File: config.mk
export PLATFORM = sky130hd
export DESIGN_NAME = offset_cal_accum
export DESIGN_NICKNAME = d
export VERILOG_FILES = /design/src/rtl/offset_cal_accum.sv
export SDC_FILE = /design/constraint.sdc
export NUM_CORES = 1
export LEC_CHECK = 0
export CAP_MARGIN = 10
export CORE_MARGIN = 1.5
export CORE_UTILIZATION = 40
export DETAILED_ROUTE_END_ITERATION = 8
export PLACE_DENSITY = 0.64
export RECOVER_POWER = 100
export SLEW_MARGIN = 15
export SYNTH_ARGS = -nofsm -noshare
export SYNTH_HDL_FRONTEND = slang
export SYNTH_SLANG_ARGS = --single-unit
File: constraint.sdc
create_clock -name clk -period 3.04 [get_ports clk]
set_input_delay 0.608 -clock clk [delete_from_list [all_inputs] [get_ports clk]]
set_output_delay 0.608 -clock clk [all_outputs]
set_load 0.02 [all_outputs]
File: src/rtl/offset_cal_accum.sv
// Offset calibration: discards SETTLE settling samples, averages 2^LOG2N shorted-input
// samples and publishes the rounded mean as a registered offset estimate.
module offset_cal_accum #(
  parameter int unsigned W      = 24,
  parameter int unsigned LOG2N  = 8,
  parameter int unsigned SETTLE = 16
) (
  input  logic                clk,
  input  logic                rst_n,
  input  logic                start,
  input  logic                abort,
  input  logic                in_valid,
  input  logic signed [W-1:0] din,
  output logic signed [W-1:0] offset,
  output logic                offset_valid,
  output logic                busy,
  output logic                done
);

  localparam int unsigned N    = 32'(1) << LOG2N;
  localparam int unsigned AW   = W + LOG2N;
  localparam int unsigned MAXC = (SETTLE > N) ? SETTLE : N;
  localparam int unsigned CW   = $clog2(MAXC + 1);

  localparam logic [CW-1:0]        SETTLE_LAST = CW'(SETTLE - 1);
  localparam logic [CW-1:0]        N_LAST      = CW'(N - 1);
  // Half an LSB of the averaged result, for round-half-up
  localparam logic signed [AW-1:0] RND         = (LOG2N == 0) ? '0 : AW'(N >> 1);

  typedef enum logic [1:0] {
    S_IDLE   = 2'd0,
    S_SETTLE = 2'd1,
    S_ACCUM  = 2'd2,
    S_UPDATE = 2'd3
  } state_e;

  state_e                state_q, state_d;
  logic signed [AW-1:0]  acc_q, acc_d;
  logic [CW-1:0]         cnt_q, cnt_d;
  logic signed [W-1:0]   offset_q, offset_d;
  logic                  valid_q, valid_d;
  logic                  busy_q, busy_d;
  logic                  done_q, done_d;
  logic signed [AW-1:0]  rnd_sum;

  assign rnd_sum = acc_q + RND;

  // State register
  always_ff @(posedge clk or negedge rst_n) begin
    if (!rst_n) begin
      state_q <= S_IDLE;
    end else begin
      state_q <= state_d;
    end
  end

  // Next-state logic; abort wins over every other transition
  always_comb begin
    state_d = state_q;
    case (state_q)
      S_IDLE: begin
        if (start && !abort) begin
          state_d = (SETTLE == 0) ? S_ACCUM : S_SETTLE;
        end
      end
      S_SETTLE: begin
        if (abort) begin
          state_d = S_IDLE;
        end else if (in_valid && (cnt_q == SETTLE_LAST)) begin
          state_d = S_ACCUM;
        end
      end
      S_ACCUM: begin
        if (abort) begin
          state_d = S_IDLE;
        end else if (in_valid && (cnt_q == N_LAST)) begin
          state_d = S_UPDATE;
        end
      end
      S_UPDATE: state_d = S_IDLE;
      default:  state_d = S_IDLE;
    endcase
  end

  // Datapath and output next values
  always_comb begin
    acc_d    = acc_q;
    cnt_d    = cnt_q;
    offset_d = offset_q;
    valid_d  = valid_q;
    done_d   = 1'b0;
    busy_d   = (state_d != S_IDLE);
    case (state_q)
      S_IDLE: begin
        if (start && !abort) begin
          acc_d = '0;
          cnt_d = '0;
        end
      end
      S_SETTLE: begin
        if (!abort && in_valid) begin
          cnt_d = (cnt_q == SETTLE_LAST) ? '0 : cnt_q + CW'(1);
        end
      end
      S_ACCUM: begin
        if (!abort && in_valid) begin
          acc_d = acc_q + AW'(din);
          cnt_d = cnt_q + CW'(1);
        end
      end
      S_UPDATE: begin
        if (!abort) begin
          offset_d = W'(rnd_sum >>> LOG2N);
          valid_d  = 1'b1;
          done_d   = 1'b1;
        end
      end
      default: ;
    endcase
  end

  always_ff @(posedge clk or negedge rst_n) begin
    if (!rst_n) begin
      acc_q    <= '0;
      cnt_q    <= '0;
      offset_q <= '0;
      valid_q  <= 1'b0;
      busy_q   <= 1'b0;
      done_q   <= 1'b0;
    end else begin
      acc_q    <= acc_d;
      cnt_q    <= cnt_d;
      offset_q <= offset_d;
      valid_q  <= valid_d;
      busy_q   <= busy_d;
      done_q   <= done_d;
    end
  end

  assign offset       = offset_q;
  assign offset_valid = valid_q;
  assign busy         = busy_q;
  assign done         = done_q;

endmodule

# After elaboration in Yosys (flattened, before gate mapping)
# Cells that the tools add are included.
[op_classes]
addsub = 3
multipliers = 0
n_div = 0
n_lt_le_gt_ge = 0
n_eq_ne = 8
shift = 0
mux = 16
n_bitwise = 1
n_reduce_logical = 12
[ops]
columns = ["operator", "count"]
rows = [
  ["2-to-1 mux 32 bit", 2],
  ["one-hot mux 32 bit (2 select lines)", 1],
  ["2-to-1 mux 9 bit", 4],
  ["adder 32 x 24 -> 32 bit", 1],
  ["adder 32 x 9 -> 32 bit (second input constant)", 1],
  ["one-hot mux 9 bit (3 select lines)", 1],
  ["2-to-1 mux 2 bit", 5],
  ["adder 9 x 1 -> 9 bit (second input constant)", 1],
  ["== test 9 x 4 -> 1 bit (second input constant)", 1],
  ["== test 9 x 8 -> 1 bit (second input constant)", 1],
  ["one-hot mux 2 bit (4 select lines)", 1],
  ["!= test 2 bit (second input constant)", 3],
  ["== test 2 bit (second input constant)", 2],
  ["logical AND 1 bit", 4],
  ["AND reduction 4 bit", 1],
  ["nonzero test 2 bit", 2],
  ["AND reduction 3 bit", 1],
  ["nonzero test 3 bit", 1],
  ["== test 2 x 1 -> 1 bit (second input constant)", 1],
  ["zero test 2 bit", 1],
  ["2-to-1 mux 1 bit", 2],
  ["AND reduction 2 bit", 1],
  ["zero test 1 bit", 1],
  ["inverter 1 bit", 1],
]
[word_totals]
register_bits = 70
latch_bits = 0
ram_bits = 0
mem_bits_ro = 0
input_bits = 29
output_inout_bits = 27
elab_cells = 47
mem_count = 0

# Logic depth before layout (Yosys ltp)
[depth]
word_depth = 6
depth_mapped = 12
mapped_depth_nobuf = 12

# Least setup slack after synthesis
# OpenSTA, ideal clock, no wires.
[synth_path]
path_kind = "input port to flip-flop"
from = "input port din[0]"
to = "register acc_q[28]"
setup_ps = 122
arrival_time_ps = 2697
required_ps = 2918
slack_ps = 222
stages = 12
path_buffers = 0
cell_sequence = "ha_1 inv_1 fa_1 nor2b_1 o31ai_1 a21bo_1 a21o_1 a21oi_1 o2111ai_1 a211oi_1 mux2i_1 nand2_1"
[synth_via]
elab_chain_cells = 3
[synth_rtl]
columns = ["item", "line_no", "text"]
rows = [
  ["start: declaration", "13", "input logic signed [W-1:0] din,"],
  ["adder 32 x 24 -> 32 bit", "107", "acc_d = acc_q + AW'(din);"],
  ["2-to-1 mux 32 bit", "106", "if (!abort && in_valid) begin"],
  ["one-hot mux 32 bit (2 select lines)", "93", "case (state_q)"],
  ["end signal: assignment", "124", "acc_q <= '0;"],
  ["end signal: assignment", "131", "acc_q <= acc_d;"],
  ["end: declaration", "38", "logic signed [AW-1:0] acc_q, acc_d;"],
]
# No other way between the ends. The select of a mux whose other input is x is not followed.
# A chain may end at the register's enable or synchronous reset.

# Final worst setup path
[layout_path]
from = "input port din[8]"
to = "register acc_q[29]"
# Same word-level chain as after synthesis.

==> reports/metrics.yaml <==
outcome: "finished with violations"
violations: "capacitance limit, slew limit"
setup_violations: 0
layout-drive-gt1-share_pct: 14.5
place_area_um2: 5830
synth_edf_count: 0
p_per_area_nw_per_um2: 380
h-tree-depth: 3
ys_warn_count: 0
holdWs_ns: 0.458
pre_cts_slack_ns: -0.436
fin_crit_ns: 2.92
synth_cell_type_count: 53
cts-root-buf: "clkbuf_16"
relSlewSlack_pct: -20.3
routedWlPerCell_um: 14.4
worst-r2r-setup-slack_ns: 0.27
synth.avg_cell_area_um2: 8.74
worst_pin_slew_ns: 1.80
async_reset_ff_share_pct: 100
syn_inst: 541
nNetsFinal: 719
grt_pass1_wl_um: 19700
portBuffers: 55
wirelength_um: 11500
rsz0062_at_grt: "true"
cts_tree: "yes"
finalCritPeriodShare_pct: 95.9
hold_viol: 0
die_area_um2: 12500
ir_drop_mv: 0.333
num_antenna_cells: 0
final_core_util_pct: 53.9
p_total_mw: 2.35
yosysTopAreaCell: "dfrtp_1"
grt.overflow.total: 0
die_w_um: 112
synth_most_common_cell: "nand2_1"
place_hpwl_um: 8460
stdcell_count: 799
n_fill_cell: 1066
drv_cap: 1
seq_area_frac_synth_pct: 37.0
worst_hold_startpoint: "offset_valid$_DFFE_PN0P_"
setup_ws_ns: 0.125
pin_count: 56
critical_path_arrival_ns: 3.14
grtUsageMet3_pct: 4.25
dieHeight_um: 112
p_leak_nw: 2.94
drc_errors: 0
cp-start-kind: "input pin"
grt_pass1_vias: 4215
initial_core_util_pct: 41.3
antenna_found_initial: 0
synth_top_area_share_pct: 37.0
clk_latency_ns: 0.35
hold_depth: 1
dpl.cell_count: 781
synth_area_leaders: "dfrtp_1, ha_1, nand2_1"
worstPathMaxFanout: 4
cts_buffer_depth: 2
viasPerCell: 5.30
ys_ff_latch: 70
synth_common_cells: "nand2_1, dfrtp_1, o21ai_0"
synthToLayoutAreaGrowth_pct: 30.5
final_antenna_net_count: 0
vias: 4236
min_to: "offset_valid$_DFFE_PN0P_"
syn-cell-area_um2: 4730
critPathCaptureType: "register"
fin_skew_ns: 0.00948
clk_pin_slew_ns: 0.06
synth_fp_nets: 609
synth_top_flop_cell: "dfrtp_1"
row_count: 39
fmax_ghz: 0.343
grt_max_degree: 71
met1_usage_pct: 25.7
finalSetupTns_ns: 0
critPathKind: "in2reg"
r2r-start: "acc_q[0]$_DFFE_PN0P_"
hold_class: "reg2reg"
gp_congestion: 0.902
grt-busiest-layer: "met2"
first_pass_iters: 4
rr_worst_depth: 11
r2r_end: "acc_q[29]$_DFFE_PN0P_"
drt_iter0_markers: 160
drv_slew: 71
groute.layer.met2.usage_pct: 31.1
cp_data_required_time_ns: 3.26
cts_sinks: 70
core-area_um2: 11500
cts_made_buffers: 9
fin_area_um2: 6180
track_usage_pct: 19.3
crit_start: "din[8]"
## repair_timing
item / CTS / global route
pin swaps: 3 / 10
hold endpoints to repair: 0 / 0
endpoints found under the setup margin: 6 / 8
hold buffers: 0 / 0
resized for setup: 2 / 14
buffers inserted: 1 / 1
## placed cells by master (no fill, tap or decap), types with 5 or more instances in the layout
cell type	netlist	layout
clkinvlp_4	0	5
a21o_1	21	21
dfrtp_1	70	70
o21ai_1	7	7
a22o_1	6	6
nor3_1	9	9
dlygate4sd3_1	0	28
inv_1	16	16
xnor2_1	21	21
xor2_1	24	24
ha_1	38	34
o21ai_0	59	59
and3_1	13	13
o211ai_1	6	6
clkbuf_16	0	9
buf_4	0	52
nand2_1	84	84
nand4_1	6	6
a21oi_1	33	31
nand3_1	11	11
clkdlybuf4s50_1	0	22
nor2_1	33	32
o21a_1	5	5
## area by class of cell
| type | count | area, µm² | area share, % |
|---|---|---|---|
| inverters | 16 | 60.1 | 0.972 |
| flip-flops and latches | 70 | 1750 | 28.4 |
| clock inverters | 7 | 51.3 | 0.831 |
| clock buffers | 9 | 225 | 3.65 |
| repair buffers | 114 | 978 | 15.8 |
| multi-input cells | 440 | 2930 | 47.4 |
| well taps | 143 | 179 | 2.90 |
## flip-flops by register name (all words and copies together) (netlist names)
signal / flops
state_q: 2
offset: 24
busy: 1
offset_valid: 1
cnt_q: 9
done: 1
acc_q: 32
## per-layer routing
layer | wire length (µm) | vias to the layer above
li1 | - | 2174
met3 | 425 | 16
met5 | 0 | -
met4 | 210 | 0
met1 | 5530 | 1979
met2 | 5300 | 67
## worst max-delay path, cell delays in order
cell             delay, ns
clkdlybuf4s50_1       0.42
ha_1                  0.35
a211oi_1              0.21
o21ai_0               0.12
a221o_2               0.39
o2111ai_4             0.25
a21oi_2               0.09
a221o_1               0.34
a21oi_2               0.14
xor2_1                0.15
o21ai_1               0.07
## how the worst max path moves through the flow
stage,endpoint,cells after the start
6_report,acc_q[29]$_DFFE_PN0P_,11
5_1_grt,acc_q[31]$_DFFE_PN0P_,12
4_1_cts,acc_q[29]$_DFFE_PN0P_,11
3_5_place_dp,acc_q[29]$_DFFE_PN0P_,11
3_3_place_gp,acc_q[29]$_DFFE_PN0P_,11
2_1_floorplan,acc_q[28]$_DFFE_PN0P_,12
## power by group
| group | total (mW) | internal (mW) | leakage (nW) | switching (mW) |
|---|---|---|---|---|
| logic | 0.387 | 0.152 | 1.85 | 0.236 |
| clock network | 0.988 | 0.551 | 0.120 | 0.437 |
| registers | 0.973 | 0.955 | 0.974 | 0.0180 |
## kinds of logic after synthesis
kind of cell	synth area share [%]
buffers and inverters	2.46
flip-flops	37.0
AND/OR/NAND/NOR	17.1
XOR/XNOR	8.33
adder cells (fa/ha/maj)	10.5
multiplexers	0.661
AO/OA/AOI/OAI	23.9
(Power assumes the default switching activity.)
